File: src/rtl/fetch_prefetch_unit.sv
// rtl/fetch_prefetch_unit.sv - in-order instruction prefetcher with credit-limited requests and redirect flush
module fetch_prefetch_unit #(
  parameter logic [31:0] RESET_PC  = 32'h0000_0000,
  parameter int          DEPTH     = 2,
  parameter logic [31:0] NOP_INSTR = 32'h0000_0013
) (
  input  logic        clk,
  input  logic        rst,
  output logic        imem_req,
  output logic [31:0] imem_addr,
  input  logic        imem_gnt,
  input  logic        imem_rvalid,
  input  logic [31:0] imem_rdata,
  input  logic        StallF,
  input  logic        redirect,
  input  logic [31:0] redirect_pc,
  output logic [31:0] instrF,
  output logic [31:0] pcF,
  output logic [31:0] pc_plus4F,
  output logic        validF
);

  localparam int AW = $clog2(DEPTH);
  localparam int CW = $clog2(DEPTH + 1);
  localparam logic [CW:0] DEPTH_W = (CW+1)'(DEPTH);

  logic [31:0]   fpc;
  logic [31:0]   rpc;
  logic [CW-1:0] inflight;
  logic [CW-1:0] discard;
  logic [CW-1:0] count;
  logic [AW-1:0] rd_ptr;
  logic [AW-1:0] wr_ptr;
  logic [31:0]   instr_q [DEPTH];
  logic [31:0]   pc_q    [DEPTH];

  logic [CW:0] occ;
  logic        fire;
  logic        rv_ok;
  logic        keep;
  logic        pop;

  // A request is only issued when a FIFO slot is reserved for its response.
  always_comb begin
    occ      = {1'b0, count} + {1'b0, inflight};
    imem_req = rst && !redirect && (occ < DEPTH_W);
    fire     = imem_req && imem_gnt;
    rv_ok    = imem_rvalid && (inflight != '0);
    keep     = rv_ok && (discard == '0) && !redirect;
    pop      = validF && !StallF && !redirect;
  end

  assign imem_addr = fpc;
  assign validF    = (count != '0);
  assign instrF    = validF ? instr_q[rd_ptr] : NOP_INSTR;
  assign pcF       = validF ? pc_q[rd_ptr] : 32'h0;
  assign pc_plus4F = pcF + 32'd4;

  always_ff @(posedge clk or negedge rst) begin
    if (!rst) begin
      fpc      <= RESET_PC;
      rpc      <= RESET_PC;
      inflight <= '0;
      discard  <= '0;
      count    <= '0;
      rd_ptr   <= '0;
      wr_ptr   <= '0;
    end else if (redirect) begin
      fpc      <= redirect_pc;
      rpc      <= redirect_pc;
      count    <= '0;
      rd_ptr   <= '0;
      wr_ptr   <= '0;
      inflight <= inflight - CW'(rv_ok);
      // Pending discards are a subset of inflight, so every outstanding response becomes stale.
      discard  <= inflight - CW'(rv_ok);
    end else begin
      if (fire) begin
        fpc <= fpc + 32'd4;
      end
      inflight <= inflight + CW'(fire) - CW'(rv_ok);
      if (keep) begin
        rpc    <= rpc + 32'd4;
        wr_ptr <= wr_ptr + AW'(1);
      end else if (rv_ok && (discard != '0)) begin
        discard <= discard - CW'(1);
      end
      if (pop) begin
        rd_ptr <= rd_ptr + AW'(1);
      end
      count <= count + CW'(keep) - CW'(pop);
    end
  end

  always_ff @(posedge clk) begin
    if (keep) begin
      instr_q[wr_ptr] <= imem_rdata;
      pc_q[wr_ptr]    <= rpc;
    end
  end

endmodule

File: config.mk
export PLATFORM = sky130hd
export DESIGN_NAME = fetch_prefetch_unit
export DESIGN_NICKNAME = d
export VERILOG_FILES = /design/src/rtl/fetch_prefetch_unit.sv
export SDC_FILE = /design/constraint.sdc
export NUM_CORES = 1
export LEC_CHECK = 0
export ABC_AREA = 0
export CORE_MARGIN = 2
export CORE_UTILIZATION = 65
export DETAILED_ROUTE_END_ITERATION = 10
export DONT_BUFFER_PORTS = 1
export PLACE_DENSITY = 0.81
export SETUP_SLACK_MARGIN = 0.4
export SLEW_MARGIN = 10
export SYNTH_ARGS = -nofsm -noshare
export SYNTH_HDL_FRONTEND = slang
export SYNTH_SLANG_ARGS = --single-unit
File: constraint.sdc
create_clock -name clk -period 12.9 [get_ports clk]
set_input_delay 1.935 -clock clk [delete_from_list [all_inputs] [get_ports clk]]
set_output_delay 1.935 -clock clk [all_outputs]
set_load 0.01 [all_outputs]
Word level (Yosys, flattened, before mapping)
Memory sizes are Yosys's and may differ from the RTL's.
Cells that the tools add are included.
- magnitude comparators: 1
- eq/ne operators: 1
- add/subtract/negate cells: 12
- reductions and logical operators: 20
- muxes and demuxes: 17
- operators with widths (cell ; number):
    two-way mux 32 bit ; 6
    adder 32 x 3 -> 32 bit (second input constant) ; 3
    nonzero test 2 bit ; 7
    two-way mux 2 bit ; 5
    logical AND 1 bit ; 9
    two-way mux 1 bit ; 6
    subtractor 2 x 1 -> 2 bit ; 3
    adder 2 x 1 -> 2 bit ; 2
    adder 2 x 2 -> 3 bit ; 1
    less-than comparator 3 x 2 -> 1 bit (second input constant) ; 1
    adder 1 bit (second input constant) ; 2
    logical NOT 1 bit ; 2
    logical NOT 2 bit ; 1
    != test 2 x 1 -> 1 bit (second input constant) ; 1
    AND reduction 2 bit ; 1
    subtractor 2 x 1 -> 2 bit (second input constant) ; 1
- bits in registers: 72
- memories: 2
- RAM bits: 128
- memory list (name ; words ; width ; rd ports ; clocked after Yosys merged registers in ; wr ports ; line ; source):
    instr_q ; 2 ; 32 ; 1 ; 0 ; 1 ; 34 ; logic [31:0] instr_q [DEPTH];
    pc_q ; 2 ; 32 ; 1 ; 0 ; 1 ; 35 ; logic [31:0] pc_q [DEPTH];

Longest topological paths before layout
Gate-level depths: netlist of the first run.
- depth after elaboration: 7
- gate-level depth with buffers: 16
- depth with buffers taken out: 12

Worst setup path after synthesis of the first run
OpenSTA, ideal clock, no wires.
- path type: in2reg
- start: in redirect
- end: mem instr_q[0][0], enable pin
- path buffers: 3
- library setup time: 0.565 ns
- setup slack: 5.412 ns
- stages on the path: 4
- arrival: 6.923 ns
- cell sequence: clkbuf_1 -> clkbuf_1 -> clkbuf_1 -> nor3_1
- word-level cells in the longest chain between the ends: 4
- RTL lines (element ; line ; source):
    from (decl) ; 15 ; input logic redirect,
    logical NOT 1 bit ; 49 ; keep = rv_ok && (discard == '0) && !redirect;
    logical AND 1 bit ; 49 ;
    two-way mux 1 bit ; 96 ; if (keep) begin
    two-way mux 1 bit (not written as such) ; 97 ; instr_q[wr_ptr] <= imem_rdata;
    to (decl) ; 34 ;
No other way between the ends.

Worst setup path after layout of the first run
- start: reg rd_ptr
- end: out pc_plus4F[23]
- word-level cells in the longest chain between the ends: 3
- RTL lines (element ; line ; source):
    from (decl) ; 32 ; logic [AW-1:0] rd_ptr;
    from (signal assigned) ; 89 ; rd_ptr <= rd_ptr + AW'(1);
    memory read (2 x 32 bit) ; -- ;
    two-way mux 32 bit ; 56 ; assign pcF = validF ? pc_q[rd_ptr] : 32'h0;
    net pcF[8] ; 18 ; output logic [31:0] pcF,
    adder 32 x 3 -> 32 bit ; 57 ; assign pc_plus4F = pcF + 32'd4;
    to (decl) ; 19 ; output logic [31:0] pc_plus4F,
The timed path passes the listed nets, and every way through them passes these cells.

==> impl_metrics.ini, run 1 <==
[timing]
rsz0062_at_grt = no
fin_worst_skew_ps = 7.79
hold_viol_final = 0
period_needed_ps = 5520
tightest_slew_ps = 915
finalSetupTns_ps = 0
slew_headroom_pct = 38.8
setup_ws_ps = 7380
finalCritPeriodShare_pct = 42.8
fmax_ghz = 0.181
slew_viol_final = 0
setup_viol = 0

[yosys]
synth_ff_type = edfxtp_1
ys_warn_count = 0
synth_nets = 870
post-synth-top-area-fraction_pct = 40.6
synth_top_area_cell = edfxtp_1
synth_seq_area_share_pct = 59.6
avgSynthCellArea_um2 = 12.0
synth_edf_count = 128
ys_seq_elements = 200
syn-cell-area_um2 = 9470
synth_area_leaders = edfxtp_1 41%, dfrtp_1 19%, mux2i_1 6.4%
synthArstFlopShare_pct = 36.0
synth.distinct_cells = 63
synthCells = 790

[clock_tree]
cts-hold-fix-buffers = 0
cts_tree = yes
numCtsBuffers = 17
clock-root-buffer = clkbuf_16
path_clk_slew_ps = 70
clkLatencyLatePin_ps = 430
cts.sinks = 200
postCtsResizedCells = 0
htree_levels = 4
cts_buffer_depth = 2
cts_setup_buffers = 0

[layout]
register_area_um2 = 5650
drive_gt1_share_pct = 9.11
nets = 857
multi_input_area_um2 = 3570
antennaDiodeCount = 0
areaGrowthSynthToFinish_pct = 6.70
fillers = 957

[flow_run]
drv_cap = 0

[global_routing]
grt_pass1_wl_mm = 32.3
antenna_found_initial = 0
grt_max_degree = 74
overflow = 0
gr-usage-all-layers_pct = 26.4
grt_pass1_vias = 6097

[routing]
drt_iter0_drc = 480
drt.antenna.violating_nets = 0
route.detailed.drc = 0
wl_per_cell_um = 20.7
via_per_inst = 6.35
firstDrtPassIters = 6
routed_wl_mm = 20.1
vias = 6187

[floorplan]
core.rowCount = 44
core_area_um2 = 14400
die_h_um = 125
die_w_um = 125
pin_count = 200
die_area_um2 = 15600
initial_core_util_pct = 65.9

[place]
gp_congestion = 0.929
io_buffers = 0
dp_hpwl_mm = 14.2
dp_slack_ps = 7790

[critical_path]
cp_max_fo = 41
r2r_end = inflight[1]
endpoint = pc_plus4F[23]
start_kind = flop
reg2reg_from = count[0]
critical_path_class = flop to primary output
worst-r2r-cell-count = 12
crit_required_ps = 10970
worstSetupStartpoint = rd_ptr
r2r_setup_slack_ps = 9310
end_kind = primary output
crit_arrival_ps = 3590

[status]
status = completed

[power]
power_switching_share_pct = 31.7
p_switching_mw = 0.522
ir_worst_vdd_mv = 0.0928
power.density_nw_per_um2 = 163
power_frac_seq_pct = 50.1
combPwrFrac_pct = 19.8
cellLeakagePower_nw = 3.57
clkPwrFrac_pct = 30.1
power.internal_mw = 1.13

[min_path]
holdCritPathClass = flop to flop
cell type report:
type	instances	share of cell area, %
multi-input cells	533	35.3
clock buffers	18	4.25
clock inverters	14	1.21
well taps	184	2.28
inverters	21	0.780
repair buffers	4	0.297
flip-flops and latches	200	55.9
power groups by stage:
stage                     Sequential (mW)  Clock, mW  Combinational (mW)
after floorplan                     0.811          0               0.285
after global placement              0.831          0               0.316
after detailed placement            0.837          0               0.326
after CTS                           0.823      0.505               0.328
after global routing                0.833      0.530               0.360
final                               0.825      0.496               0.326
sequential cells by signal (all words and copies together) (netlist names):
name and flops:
discard 2, inflight 2, count 2, wr_ptr 1
instr_q 64, imem_addr 32, pc_q 64, rpc 32
rd_ptr 1
routing by layer:
layer  vias up  track usage (%)  routed length, um
met5         -                0                  0
met2       341             40.3               9410
met4         0             10.0                457
met1      2968             35.9               8230
met3        34             8.25               2040
li1       2844                -                  -
worst min-delay path by stage:
stage | depth (start not counted) | end | slack (ps) | startpoint
finish | 0 | pc_q[1][0] | 480 | rpc[0]
global route | 0 | pc_q[0][0] | 500 | rpc[0]
CTS | 0 | pc_q[1][0] | 480 | rpc[0]
detailed placement | 0 | pc_q[1][0] | 460 | rpc[0]
global placement | 0 | pc_q[1][1] | 450 | rpc[1]
floorplan | 0 | pc_q[0][0] | 440 | rpc[0]
Yosys cell counts (2+ instances only):
| cell type | count |
|---|---|
| clkbuf_1 | 16 |
| or4_1 | 3 |
| mux2i_1 | 61 |
| dfrtp_1 | 72 |
| nand4_1 | 20 |
| nor2_2 | 4 |
| o211ai_1 | 9 |
| nor2_1 | 85 |
| buf_1 | 3 |
| nand3b_1 | 3 |
| xnor2_1 | 28 |
| nor2b_1 | 2 |
| mux2_2 | 9 |
| a21oi_1 | 10 |
| inv_2 | 2 |
| buf_4 | 4 |
| a31oi_1 | 4 |
| nand2b_1 | 3 |
| buf_2 | 9 |
| ha_1 | 9 |
| nor4_2 | 6 |
| a31o_2 | 2 |
| o21ai_0 | 47 |
| xor2_1 | 40 |
| nand2_1 | 68 |
| nor4_1 | 2 |
| o311ai_0 | 12 |
| edfxtp_1 | 128 |
| and4_1 | 7 |
| nor3_1 | 13 |
| inv_1 | 18 |
| and3_1 | 14 |
| nand3_1 | 41 |
| buf_6 | 3 |
| and2_1 | 5 |
stage by stage:
| step | cell area [um2] | util, % | std cells | hold slack, ps | total power, mW |
|---|---|---|---|---|---|
| 6_report | 10100 | 70.4 | 974 | 481 | 1.65 |
| 3_3_place_gp | 9560 | 66.5 | 942 | 451 | 1.15 |
| 5_1_grt | 10100 | 70.4 | 974 | 504 | 1.72 |
| 3_5_place_dp | 9560 | 66.5 | 942 | 463 | 1.16 |
| 4_1_cts | 10100 | 70.4 | 974 | 478 | 1.66 |
| 2_1_floorplan | 9470 | - | 790 | 442 | 1.10 |
critical path, stage by stage (launching register included):
cell and delay, ps:
dfrtp_4 790, buf_4 590, mux2i_1 150, nor2_1 500, nand4_2 220, nand2b_4 250
nor3_1 290, xor2_1 340
kinds of logic after synthesis:
kind of cell	after synthesis	share of synthesized area, %
buf+inv	57	2.89
simple gates	290	15.7
xor+xnor	69	6.46
fa+ha+maj	10	1.40
mux	71	7.63
flops	200	59.6
compound gates	93	6.29
placed cells by master, fill, tap and decap left out, types with 5 or more instances in the layout:
| cell | n |
|---|---|
| xnor2_1 | 28 |
| o311ai_0 | 12 |
| mux2_2 | 9 |
| mux2i_1 | 61 |
| clkbuf_16 | 17 |
| nand4_1 | 20 |
| xor2_1 | 40 |
| and3_1 | 14 |
| nand3_1 | 41 |
| a21oi_1 | 10 |
| dfrtp_1 | 71 |
| o211ai_1 | 9 |
| inv_1 | 18 |
| nor2_1 | 84 |
| ha_1 | 9 |
| nand2_1 | 68 |
| nor3_1 | 12 |
| o21ai_0 | 47 |
| and4_1 | 7 |
| inv_6 | 5 |
| nor4_2 | 6 |
| edfxtp_1 | 128 |
No activity file was read; power rests on OpenSTA's default activity.
==> run 2, diff against run 1 <==
- CORE_UTILIZATION: 65 -> 64
- PLACE_DENSITY: 0.81 -> 0.8
- clock period: 12.9 -> 5.6 ns (I/O delays scaled with it)
==> run 2 against run 1 <==
Clock power up 150%. Final cell count unchanged. Clock-buffer cell count shrank 1. Design area rose by 0.56%. Critical endpoint is now pc_plus4F[26]. Sequential share of layout area decreased by 0.31 points. Routed wire length is 1.7% higher. Global-route usage shrank 0.42 points. Non-clock buffer count unchanged. Sequential power is 130% higher. Register-to-register slack worse by 7300 ps. Largest power group unchanged. Highest routed layer unchanged. Sequential cell count unchanged.
==> impl_metrics.ini, run 2 (same netlist as run 1, synthesis figures left out) <==
[status]
status = completed

[critical_path]
crit_required_ps = 4760
start_kind = flop
end_kind = primary output
cp_max_fo = 40
critical_path_class = flop to primary output
crit_arrival_ps = 3610

[global_routing]
gr-usage-all-layers_pct = 26.0
grt_pass1_wl_mm = 32.2
antenna_found_initial = 0
grt_pass1_vias = 6072
overflow = 0
grt_max_degree = 74

[timing]
setup_viol = 0
slew_headroom_pct = 34.3
fin_worst_skew_ps = 7.77
rsz0062_at_grt = no
hold_viol_final = 0
period_needed_ps = 4450
fmax_ghz = 0.225
finalSetupTns_ps = 0
tightest_slew_ps = 982
finalCritPeriodShare_pct = 79.4
slew_viol_final = 0

[floorplan]
die_w_um = 126
die_h_um = 126
die_area_um2 = 15800
core_area_um2 = 14500
pin_count = 200
initial_core_util_pct = 65.4
core.rowCount = 44

[routing]
vias = 6234
route.detailed.drc = 0
routed_wl_mm = 20.5
drt_iter0_drc = 650
wl_per_cell_um = 21.0
drt.antenna.violating_nets = 0
via_per_inst = 6.40
firstDrtPassIters = 6

[power]
cellLeakagePower_nw = 3.61
ir_worst_vdd_mv = 0.242
power.density_nw_per_um2 = 383
fin_total_pwr_mw = 3.89

[clock_tree]
postCtsResizedCells = 0
cts_setup_buffers = 0
htree_levels = 4
path_clk_slew_ps = 80
cts_tree = yes
cts.sinks = 200
clkLatencyLatePin_ps = 430
clock-root-buffer = clkbuf_16
cts_buffer_depth = 2
cts-hold-fix-buffers = 0
numCtsBuffers = 17

[layout]
nets = 857
areaGrowthSynthToFinish_pct = 7.29
utilization_pct = 70.2
final_common_cell = edfxtp_1
top_regs = instr_q (64), pc_q (64)
drive_gt1_share_pct = 9.62
final_cell_mix = 128 x edfxtp_1, 84 x nor2_1, 71 x dfrtp_1
antennaDiodeCount = 0
fin_area_um2 = 10200

[flow_run]
drv_cap = 0

[place]
dp_hpwl_mm = 14.3
gp_congestion = 0.955
post_dp_cell_area_um2 = 9560
io_buffers = 0

[min_path]
holdCritPathClass = primary input to asynchronous set/reset pin
[run 2: per-stage QoR]
stage                     hold WS [ps]  std cells  setup slack (ps)
after CTS                         77.0        974              1130
after global routing              76.6        974               914
after global placement             452        942              1750
after detailed placement           462        942              1620
final                             93.9        974              1150
after floorplan                    442        790              1160
[run 2: cell type report]
cell class | instances | area (um2)
timing repair buffer | 4 | 30.0
fill | 1029 | 4310
clock inverter | 15 | 176
clock buffer | 17 | 425
tap | 184 | 230
inverter | 21 | 78.8
multi-input combinational | 533 | 3570
sequential | 200 | 5650
[run 2: report_power, final]
| group | leakage [nW] | switching, mW | internal [mW] |
|---|---|---|---|
| clock | 0.294 | 0.588 | 0.643 |
| combinational | 1.28 | 0.511 | 0.246 |
| sequential | 2.03 | 0.174 | 1.73 |
[run 2: worst paths after layout]
kind / to / depth (start not counted) / slack [ps] / start
worst max-delay path: pc_plus4F[26] / 7 / 1150 / rd_ptr
worst min-delay path: imem_addr[15] / 0 / 90 / rst
worst max register to register: imem_addr[23] / 10 / 1970 / inflight[0]
worst min register to register: pc_q[0][1] / 0 / 480 / rpc[1]
max in group asynchronous: rd_ptr / 0 / 5380 / rst
min in group clk: pc_q[0][1] / 0 / 480 / rpc[1]
[run 2: per-layer routing]
| layer | track usage [%] | part of all wire (%) |
|---|---|---|
| met1 | 36.2 | 41 |
| met2 | 40.2 | 46 |
| met3 | 7.26 | 10 |
| met4 | 8.69 | 2.1 |
| met5 | 0 | 0 |
[run 2: worst max-delay path, cell delays in order (launching register included)]
cell	delay, ps
dfrtp_4	850
buf_4	560
nand3_1	150
a211oi_1	490
and3_1	360
nand2_2	200
nor3_1	230
xor2_1	310
